## src/rtl/clk_div_sched.sv

```systemverilog
// clk_div_sched -- run-time controller for one programmable clock divider.
//
// Owns the divide counter and sequences divisor changes so that a new ratio
// only takes effect on a period boundary: div_out never shows a truncated
// period or a glitch. Start and stop are glitch-free, and the divisor in
// effect is reported on cur_div.
//
// Optional feature macro: CLK_DIV_SCHED_SWEEP_EN
//   When defined, adds the sweep_en input and the parameters SWEEP_PERIODS
//   and SWEEP_MAX. While sweeping in RUN, the divisor doubles every
//   SWEEP_PERIODS periods and wraps from SWEEP_MAX back to 2.
//
// Ports:
//   clk        in   system clock
//   rst        in   asynchronous reset, active-high
//   run_en     in   level: 1 = run, 0 = stop at the end of the current period
//   cfg_valid  in   new divisor offered
//   cfg_ready  out  controller can accept a divisor
//   cfg_div    in   requested divisor (values below 2 are stored as 2)
//   div_out    out  divided clock (registered)
//   tick       out  one-cycle pulse on the first cycle of every period (registered)
//   busy       out  1 while in RUN or DRAIN (registered)
//   cur_div    out  divisor currently in effect
//   sweep_en   in   (sweep build only) enable the automatic divisor sweep
//
// Config handshake: a divisor transfers on any rising clk edge where
// cfg_valid && cfg_ready; cfg_div is sampled only then. cfg_ready is low while
// a divisor is waiting for the next period boundary, so at most one change
// can be pending at a time.
module clk_div_sched #(
  parameter int WIDTH         = 28,
  parameter int DEFAULT_DIV   = 4
`ifdef CLK_DIV_SCHED_SWEEP_EN
  ,
  parameter int SWEEP_PERIODS = 4,
  parameter int SWEEP_MAX     = 256
`endif
) (
  input  logic             clk,
  input  logic             rst,
  input  logic             run_en,
  input  logic             cfg_valid,
  output logic             cfg_ready,
  input  logic [WIDTH-1:0] cfg_div,
  output logic             div_out,
  output logic             tick,
  output logic             busy,
  output logic [WIDTH-1:0] cur_div
`ifdef CLK_DIV_SCHED_SWEEP_EN
  ,
  input  logic             sweep_en
`endif
);

  localparam logic [WIDTH-1:0] DEF_DIV = WIDTH'(DEFAULT_DIV);
  localparam logic [WIDTH-1:0] MIN_DIV = WIDTH'(2);

  typedef enum logic [1:0] {
    ST_STOP  = 2'd0,
    ST_RUN   = 2'd1,
    ST_DRAIN = 2'd2
  } state_t;

  state_t           state, state_nxt;
  logic [WIDTH-1:0] cnt, cnt_nxt;
  logic [WIDTH-1:0] active, active_nxt;
  logic [WIDTH-1:0] shadow, shadow_nxt;
  logic             pend, pend_nxt;
  logic             div_nxt, tick_nxt, busy_nxt;

  logic             xfer;
  logic             tc;
  logic [WIDTH-1:0] cfg_clamped;

  assign tc          = (cnt == active - WIDTH'(1));
  assign cfg_clamped = (cfg_div < MIN_DIV) ? MIN_DIV : cfg_div;
  assign xfer        = cfg_valid && cfg_ready;
  assign cur_div     = active;

`ifdef CLK_DIV_SCHED_SWEEP_EN
  localparam int               PW       = (SWEEP_PERIODS > 1) ? $clog2(SWEEP_PERIODS) : 1;
  localparam logic [PW-1:0]    PCNT_END = PW'(SWEEP_PERIODS - 1);
  localparam logic [WIDTH-1:0] SMAX     = WIDTH'(SWEEP_MAX);

  logic          sweep_on;
  logic          sweep_step;
  logic [PW-1:0] pcnt, pcnt_nxt;

  assign sweep_on   = sweep_en && (state == ST_RUN);
  // A pending config change wins over a sweep step at the same boundary.
  assign sweep_step = sweep_on && tc && !pend && (pcnt == PCNT_END);
  assign cfg_ready  = !pend && !sweep_on;

  always_comb begin
    pcnt_nxt = '0;
    if (sweep_on) begin
      pcnt_nxt = pcnt;
      if (tc) begin
        pcnt_nxt = (pend || pcnt == PCNT_END) ? '0 : pcnt + PW'(1);
      end
    end
  end

  always_ff @(posedge clk or posedge rst) begin
    if (rst) pcnt <= '0;
    else     pcnt <= pcnt_nxt;
  end
`else
  assign cfg_ready = !pend;
`endif

  // State register
  always_ff @(posedge clk or posedge rst) begin
    if (rst) state <= ST_STOP;
    else     state <= state_nxt;
  end

  // Next-state logic. Leaving RUN at a terminal count skips DRAIN: that
  // period has already ended normally.
  always_comb begin
    state_nxt = state;
    case (state)
      ST_STOP:  state_nxt = run_en ? ST_RUN : ST_STOP;
      ST_RUN:   if (!run_en) state_nxt = tc ? ST_STOP : ST_DRAIN;
      ST_DRAIN: begin
        if (run_en)  state_nxt = ST_RUN;
        else if (tc) state_nxt = ST_STOP;
      end
      default:  state_nxt = ST_STOP;
    endcase
  end

  // Output and datapath next values. The registered outputs lag cnt by one cycle.
  always_comb begin
    cnt_nxt    = cnt;
    active_nxt = active;
    shadow_nxt = shadow;
    pend_nxt   = pend;
    div_nxt    = 1'b0;
    tick_nxt   = 1'b0;
    busy_nxt   = (state_nxt != ST_STOP);
    case (state)
      ST_STOP: begin
        cnt_nxt = '0;
        if (xfer) begin
          active_nxt = cfg_clamped;
          shadow_nxt = cfg_clamped;
        end
      end
      default: begin
        div_nxt  = (cnt < (active >> 1));
        tick_nxt = (cnt == '0);
        if (tc) begin
          cnt_nxt = '0;
          // A transfer landing on the boundary applies immediately, with no
          // pending stall. It cannot coincide with pend because cfg_ready=!pend.
          if (xfer) begin
            active_nxt = cfg_clamped;
            shadow_nxt = cfg_clamped;
          end else if (pend) begin
            active_nxt = shadow;
            pend_nxt   = 1'b0;
          end
`ifdef CLK_DIV_SCHED_SWEEP_EN
          else if (sweep_step) begin
            // ">=" keeps a non-power-of-two start value from running past the top.
            active_nxt = (active >= SMAX) ? MIN_DIV : (active << 1);
            shadow_nxt = (active >= SMAX) ? MIN_DIV : (active << 1);
          end
`endif
        end else begin
          cnt_nxt = cnt + WIDTH'(1);
          if (xfer) begin
            shadow_nxt = cfg_clamped;
            pend_nxt   = 1'b1;
          end
        end
      end
    endcase
  end

  always_ff @(posedge clk or posedge rst) begin
    if (rst) begin
      cnt     <= '0;
      active  <= DEF_DIV;
      shadow  <= DEF_DIV;
      pend    <= 1'b0;
      div_out <= 1'b0;
      tick    <= 1'b0;
      busy    <= 1'b0;
    end else begin
      cnt     <= cnt_nxt;
      active  <= active_nxt;
      shadow  <= shadow_nxt;
      pend    <= pend_nxt;
      div_out <= div_nxt;
      tick    <= tick_nxt;
      busy    <= busy_nxt;
    end
  end

endmodule

```

## config.mk

```make
export PLATFORM = sky130hd
export DESIGN_NAME = clk_div_sched
export DESIGN_NICKNAME = d
export VERILOG_FILES = /design/src/rtl/clk_div_sched.sv
export SDC_FILE = /design/constraint.sdc
export NUM_CORES = 1
export LEC_CHECK = 0
export ABC_CLOCK_PERIOD_IN_PS = 6150
export CELL_PAD_IN_SITES_DETAIL_PLACEMENT = 0
export CELL_PAD_IN_SITES_GLOBAL_PLACEMENT = 1
export CORE_MARGIN = 4
export CORE_UTILIZATION = 47
export DETAILED_ROUTE_END_ITERATION = 10
export PLACE_DENSITY = 0.95
export SETUP_SLACK_MARGIN = 0.05
export SYNTH_ARGS = -nofsm -noshare
export SYNTH_HDL_FRONTEND = slang
export SYNTH_SLANG_ARGS = --single-unit
export TNS_END_PERCENT = 1
```

## constraint.sdc

```tcl
create_clock -name clk -period 6.15 [get_ports clk]
set_clock_uncertainty 0.1 [all_clocks]
set_input_delay 1.23 -clock clk [delete_from_list [all_inputs] [get_ports clk]]
set_output_delay 1.23 -clock clk [all_outputs]
set_load 0.01 [all_outputs]
```

### Word level (Yosys, flattened, before mapping)

Index checks and enable logic that the tools add are counted.

| cells by class | value |
|---|---|
| $add $sub $neg | 2 |
| $mul | 0 |
| divide/modulo/power cells | 0 |
| order comparisons | 2 |
| eq/ne operators | 6 |
| shift-type cells | 0 |
| muxes and demuxes | 19 |
| bitwise logic cells | 1 |
| reduce and logical (&&, ||, !) cells | 9 |

Operators with widths:

| operator | count |
|---|---|
| $mux W28 | 8 |
| $add A28 B1 Y28 const B | 1 |
| $eq A28 B28 Y1 | 1 |
| $logic_not A28 Y1 | 1 |
| $lt A28 B2 Y1 const B | 1 |
| $lt A28 B27 Y1 | 1 |
| $sub A28 B1 Y28 const B | 1 |
| $mux W2 | 4 |
| $mux W1 | 6 |
| $pmux W2 S3 | 1 |
| $reduce_and A3 Y1 | 2 |
| $reduce_bool A2 Y1 | 3 |
| $ne A2 B2 Y1 const B | 2 |
| $ne A3 B3 Y1 const B | 1 |
| $eq A2 B1 Y1 const B | 1 |
| $eq A2 B2 Y1 const B | 1 |
| $logic_not A2 Y1 | 1 |
| $logic_and A1 B1 Y1 | 1 |
| $logic_not A1 Y1 | 1 |
| $not A1 Y1 | 1 |

| word-level totals | value |
|---|---|
| register bits | 90 |
| bits in latches | 0 |
| RAM bits | 0 |
| ROM bits | 0 |
| input bits | 32 |
| output and inout port bits | 32 |
| logic and storage cells | 47 |
| memories kept | 0 |

### Logic depth before layout (Yosys ltp)

| logic depth | value |
|---|---|
| depth after elaboration | 6 |
| gate-level depth with buffers | 14 |
| depth with buffers taken out | 10 |

### Worst setup path before layout

OpenSTA, ideal clock, no wires.

| path | value |
|---|---|
| path kind | register to register |
| start point | reg active[0] (netlist: cur_div[0]) |
| end point | reg active[10] (netlist: cur_div[10]) |
| library setup time | 0.094 ns |
| arrival | 3.594 ns |
| required time | 5.956 ns |
| path slack | 2.362 ns |
| stages on the path, launching flop included | 15 |
| buffers on the path | 4 |
| period minus slack after synthesis | 3.788 ns |
| cell sequence | dfrtp_1 clkbuf_1 inv_1 ha_1 or3b_1 or2_1 buf_2 or4_1 a32oi_1 nand4_1 or4_4 o31a_1 buf_2 buf_6 a211oi_1 |

| on the way | value |
|---|---|
| longest elaborated chain between the ends | 4 |
| elaborated cells on any way between the ends | 5 |
| classes of those cells | add/sub (1); eq/ne (2); reduce/logical (2) |

Ends and longest elaborated chain:

| item | RTL line | RTL |
|---|---|---|
| start: declaration | 66 | `logic [WIDTH-1:0] active, active_nxt;` |
| start signal: assignment | 193 | `active <= active_nxt;` |
| $sub A28 B1 Y28 (*) | 75 | `assign tc = (cnt == active - WIDTH'(1));` |
| $eq A28 B28 Y1 (*) | 75 |  |
| $ne A3 B3 Y1 (no source line) / $reduce_bool A2 Y1 (equally long branches) | n/a |  |
| $reduce_and A3 Y1 (no source line) (*) | n/a |  |

Mark *: on every way between the ends. The rest lies on a longest branch, timed or not.
A chain may end at the register's enable or synchronous reset.

### Worst setup path in the final report

| path | value |
|---|---|
| start point | reg active[0] (netlist: cur_div[0]) |
| end point | reg active[21] (netlist: cur_div[21]) |

Same word-level chain as after synthesis.

==> impl_metrics.py <==
metrics = {
    "finish": {
        "layout-drive-gt1-share_pct": 9.34,
        "finalNetCount": 720,
        "syn_to_final_growth_pct": 19.1,
        "final_cell_area_mm2": 0.00669,
        "n_antenna_cell": 0,
        "nFillCells": 1048,
        "fin_cells": 807,
        "fin_util_pct": 57.8,
    },
    "logic_synthesis": {
        "netlist_top_cells_count": "90 x nor2_1, 88 x dfrtp_1, 35 x inv_1, 35 x xnor2_1, 31 x nor4_1",
        "syn_inst": 605,
        "synth_top_area_cell": "dfrtp_1",
        "syn-cell-area_mm2": 0.00562,
        "ys.warnings.count": 0,
        "async_flop_share_pct": 100,
        "synth_cell_types": 56,
        "ys_top_cells_by_area": "dfrtp_1 39%, ha_1 6.5%, nor2_1 6.0%",
        "syn_area_per_cell_um2": 9.28,
        "yosysSeqAreaShare_pct": 40.2,
        "synth-edff-count": 0,
        "synth.most_common_cell": "nor2_1",
        "yosysTopAreaCellShare_pct": 39.2,
        "synth-seq-cells": 90,
        "syn-num-nets": 666,
        "synth_ff_type": "dfrtp_1",
    },
    "detailed_routing": {
        "antenna_left": 0,
        "vias": 4849,
        "via_per_inst": 6.01,
        "initialDrtViolationCount": 398,
        "wire_per_inst_um": 19.4,
        "totalWireLength_mm": 15.7,
        "dr.pass1.iters": 5,
        "drc": 0,
    },
    "cts": {
        "cts_setup_buffers": 0,
        "cts_buffers": 9,
        "cts_sinks": 90,
        "path_clk_slew_ns": 0.06,
        "cts_tree": "done",
        "clock_latency_ns": 0.35,
        "clock_path_buffers": 2,
        "cts.htree.levels": 3,
        "cts.repair.resized": 0,
        "ctsHoldBuffers": 0,
        "clock-root-buffer": "clkbuf_16",
    },
    "floorplan": {
        "die_x_um": 117,
        "die_area_mm2": 0.0138,
        "num_io_pins": 64,
        "start_util_pct": 48.6,
        "fp.coreArea_mm2": 0.0116,
        "num_rows": 39,
        "die_h_um": 117,
    },
    "sta": {
        "finalMaxSlewViolations": 0,
        "slew_headroom_pct": 35.8,
        "hold_viol_final": 0,
        "setup_viol": 0,
        "max_freq_mhz": 232,
        "setup_tns_ns": 0,
        "tightestPinTransition_ns": 0.960,
        "rsz0062_at_grt": "false",
        "post-route-period-util_pct": 69.9,
        "min_period_ns": 4.30,
    },
    "grt": {
        "grt_antenna_before_repair": 0,
        "grt_max_degree": 67,
        "grt_pass1_wl_mm": 25.9,
        "grt_pass1_vias": 4894,
        "grt.overflow.total": 0,
        "grt_use_total_pct": 23.4,
    },
    "setup_path": {
        "path_max_fanout": 26,
        "crit_arrival_ns": 4.44,
        "required_ns": 6.29,
        "setup.worst_path.start_class": "flop",
        "critPathCaptureType": "flop",
        "worstSetupPathType": "reg -> reg",
    },
    "power": {
        "total_power_mw": 1.93,
        "pwr_density_cell_mw_per_mm2": 289,
        "p_leak_nw": 2.84,
        "vdd_ir_drop_max_uv": 206,
    },
    "run_status": {
        "status": "completed",
    },
    "placed_design": {
        "port-buffer-count": 63,
        "dpl_cell_area_mm2": 0.00636,
        "placed_cells": 791,
        "place_congestion": 0.892,
        "hpwlAfterDp_mm": 11.8,
    },
    "min_path": {
        "hold_path.class": "reg -> reg",
    },
    "flow_run": {
        "drv_cap": 0,
    },
}
## critical path, stage by stage, from the launching register on
cell and delay, ns:
dfrtp_1 0.48, inv_1 0.09, ha_1 0.23, or3b_1 0.39, or2_1 0.31, or4_1 0.53
a32oi_1 0.17, nand4_1 0.15, or4_4 0.71, o31a_1 0.63, a211oi_1 0.40
## per-layer routing
metal	share of wire [%]	wire [µm]	up-vias	track usage, %
li1	-	-	2273	-
met4	1.8	289	0	5.72
met5	0	0	-	0
met3	6.2	969	27	5.92
met2	48	7450	172	38.2
met1	44	6980	2377	31.3
## area by class of cell
cell class	count	area, µm²	share of cell area, %
inverter	35	133	1.98
multi-input combinational	455	3130	46.8
timing repair buffer	68	668	9.99
clock buffer	12	267	3.99
tap	143	179	2.68
clock inverter	4	55.1	0.823
sequential	90	2250	33.7
## layout by cell type, fill, tap and decap left out, types with 17 or more instances in the layout
master,n
nor3_1,17
mux2_2,27
xor2_1,30
nand2_1,22
nor4_1,30
dfrtp_1,88
xnor2_1,35
ha_1,29
inv_1,34
nor2_1,90
clkdlybuf4s50_1,63
nand3_1,22
## path summary, 6_finish.rpt
| kind | startpoint | to | slack (ns) | cells past startpoint |
|---|---|---|---|---|
| max in group asynchronous | rst | shadow[26] | 3.70 | 3 |
| min reg2reg | shadow[3] | shadow[3] | 0.40 | 1 |
| max | cur_div[0] | cur_div[21] | 1.85 | 10 |
| min | shadow[3] | shadow[3] | 0.40 | 1 |
| max reg2reg | cur_div[0] | cur_div[21] | 1.85 | 10 |
| min in group asynchronous | rst | cnt[6] | 1.09 | 2 |
## where the power goes
part / switching [mW] / leakage, nW / internal (mW)
Combinational: 0.269 / 1.61 / 0.260
Sequential: 0.119 / 1.08 / 0.695
Clock: 0.241 / 0.156 / 0.351
Total: 0.628 / 2.84 / 1.31
## sequential cells by signal, summed over array words and instances, names as in the netlist
register  count
busy          1
cnt          28
cur_div      28
div_out       1
pend          1
shadow       28
state         2
tick          1
## through the flow
stage	setup WS (ns)	hold slack (ns)
after floorplan	2.36	0.372
after global placement	2.11	0.381
after detailed placement	1.96	0.385
after CTS	1.85	0.400
after global routing	1.65	0.410
final	1.85	0.396
## kinds of logic (layout without fill, tap and decap cells)
| group | count (synthesis) | count (layout) | share of synthesized area [%] |
|---|---|---|---|
| multiplexers | 30 | 30 | 5.95 |
| XOR/XNOR | 65 | 65 | 10.1 |
| buffers and inverters | 60 | 119 | 4.26 |
| flip-flops | 90 | 90 | 40.2 |
| AO/OA/AOI/OAI | 90 | 90 | 11.1 |
| AND/OR/NAND/NOR | 241 | 241 | 21.9 |
| adder cells (fa/ha/maj) | 29 | 29 | 6.46 |
(Power assumes the default switching activity.)
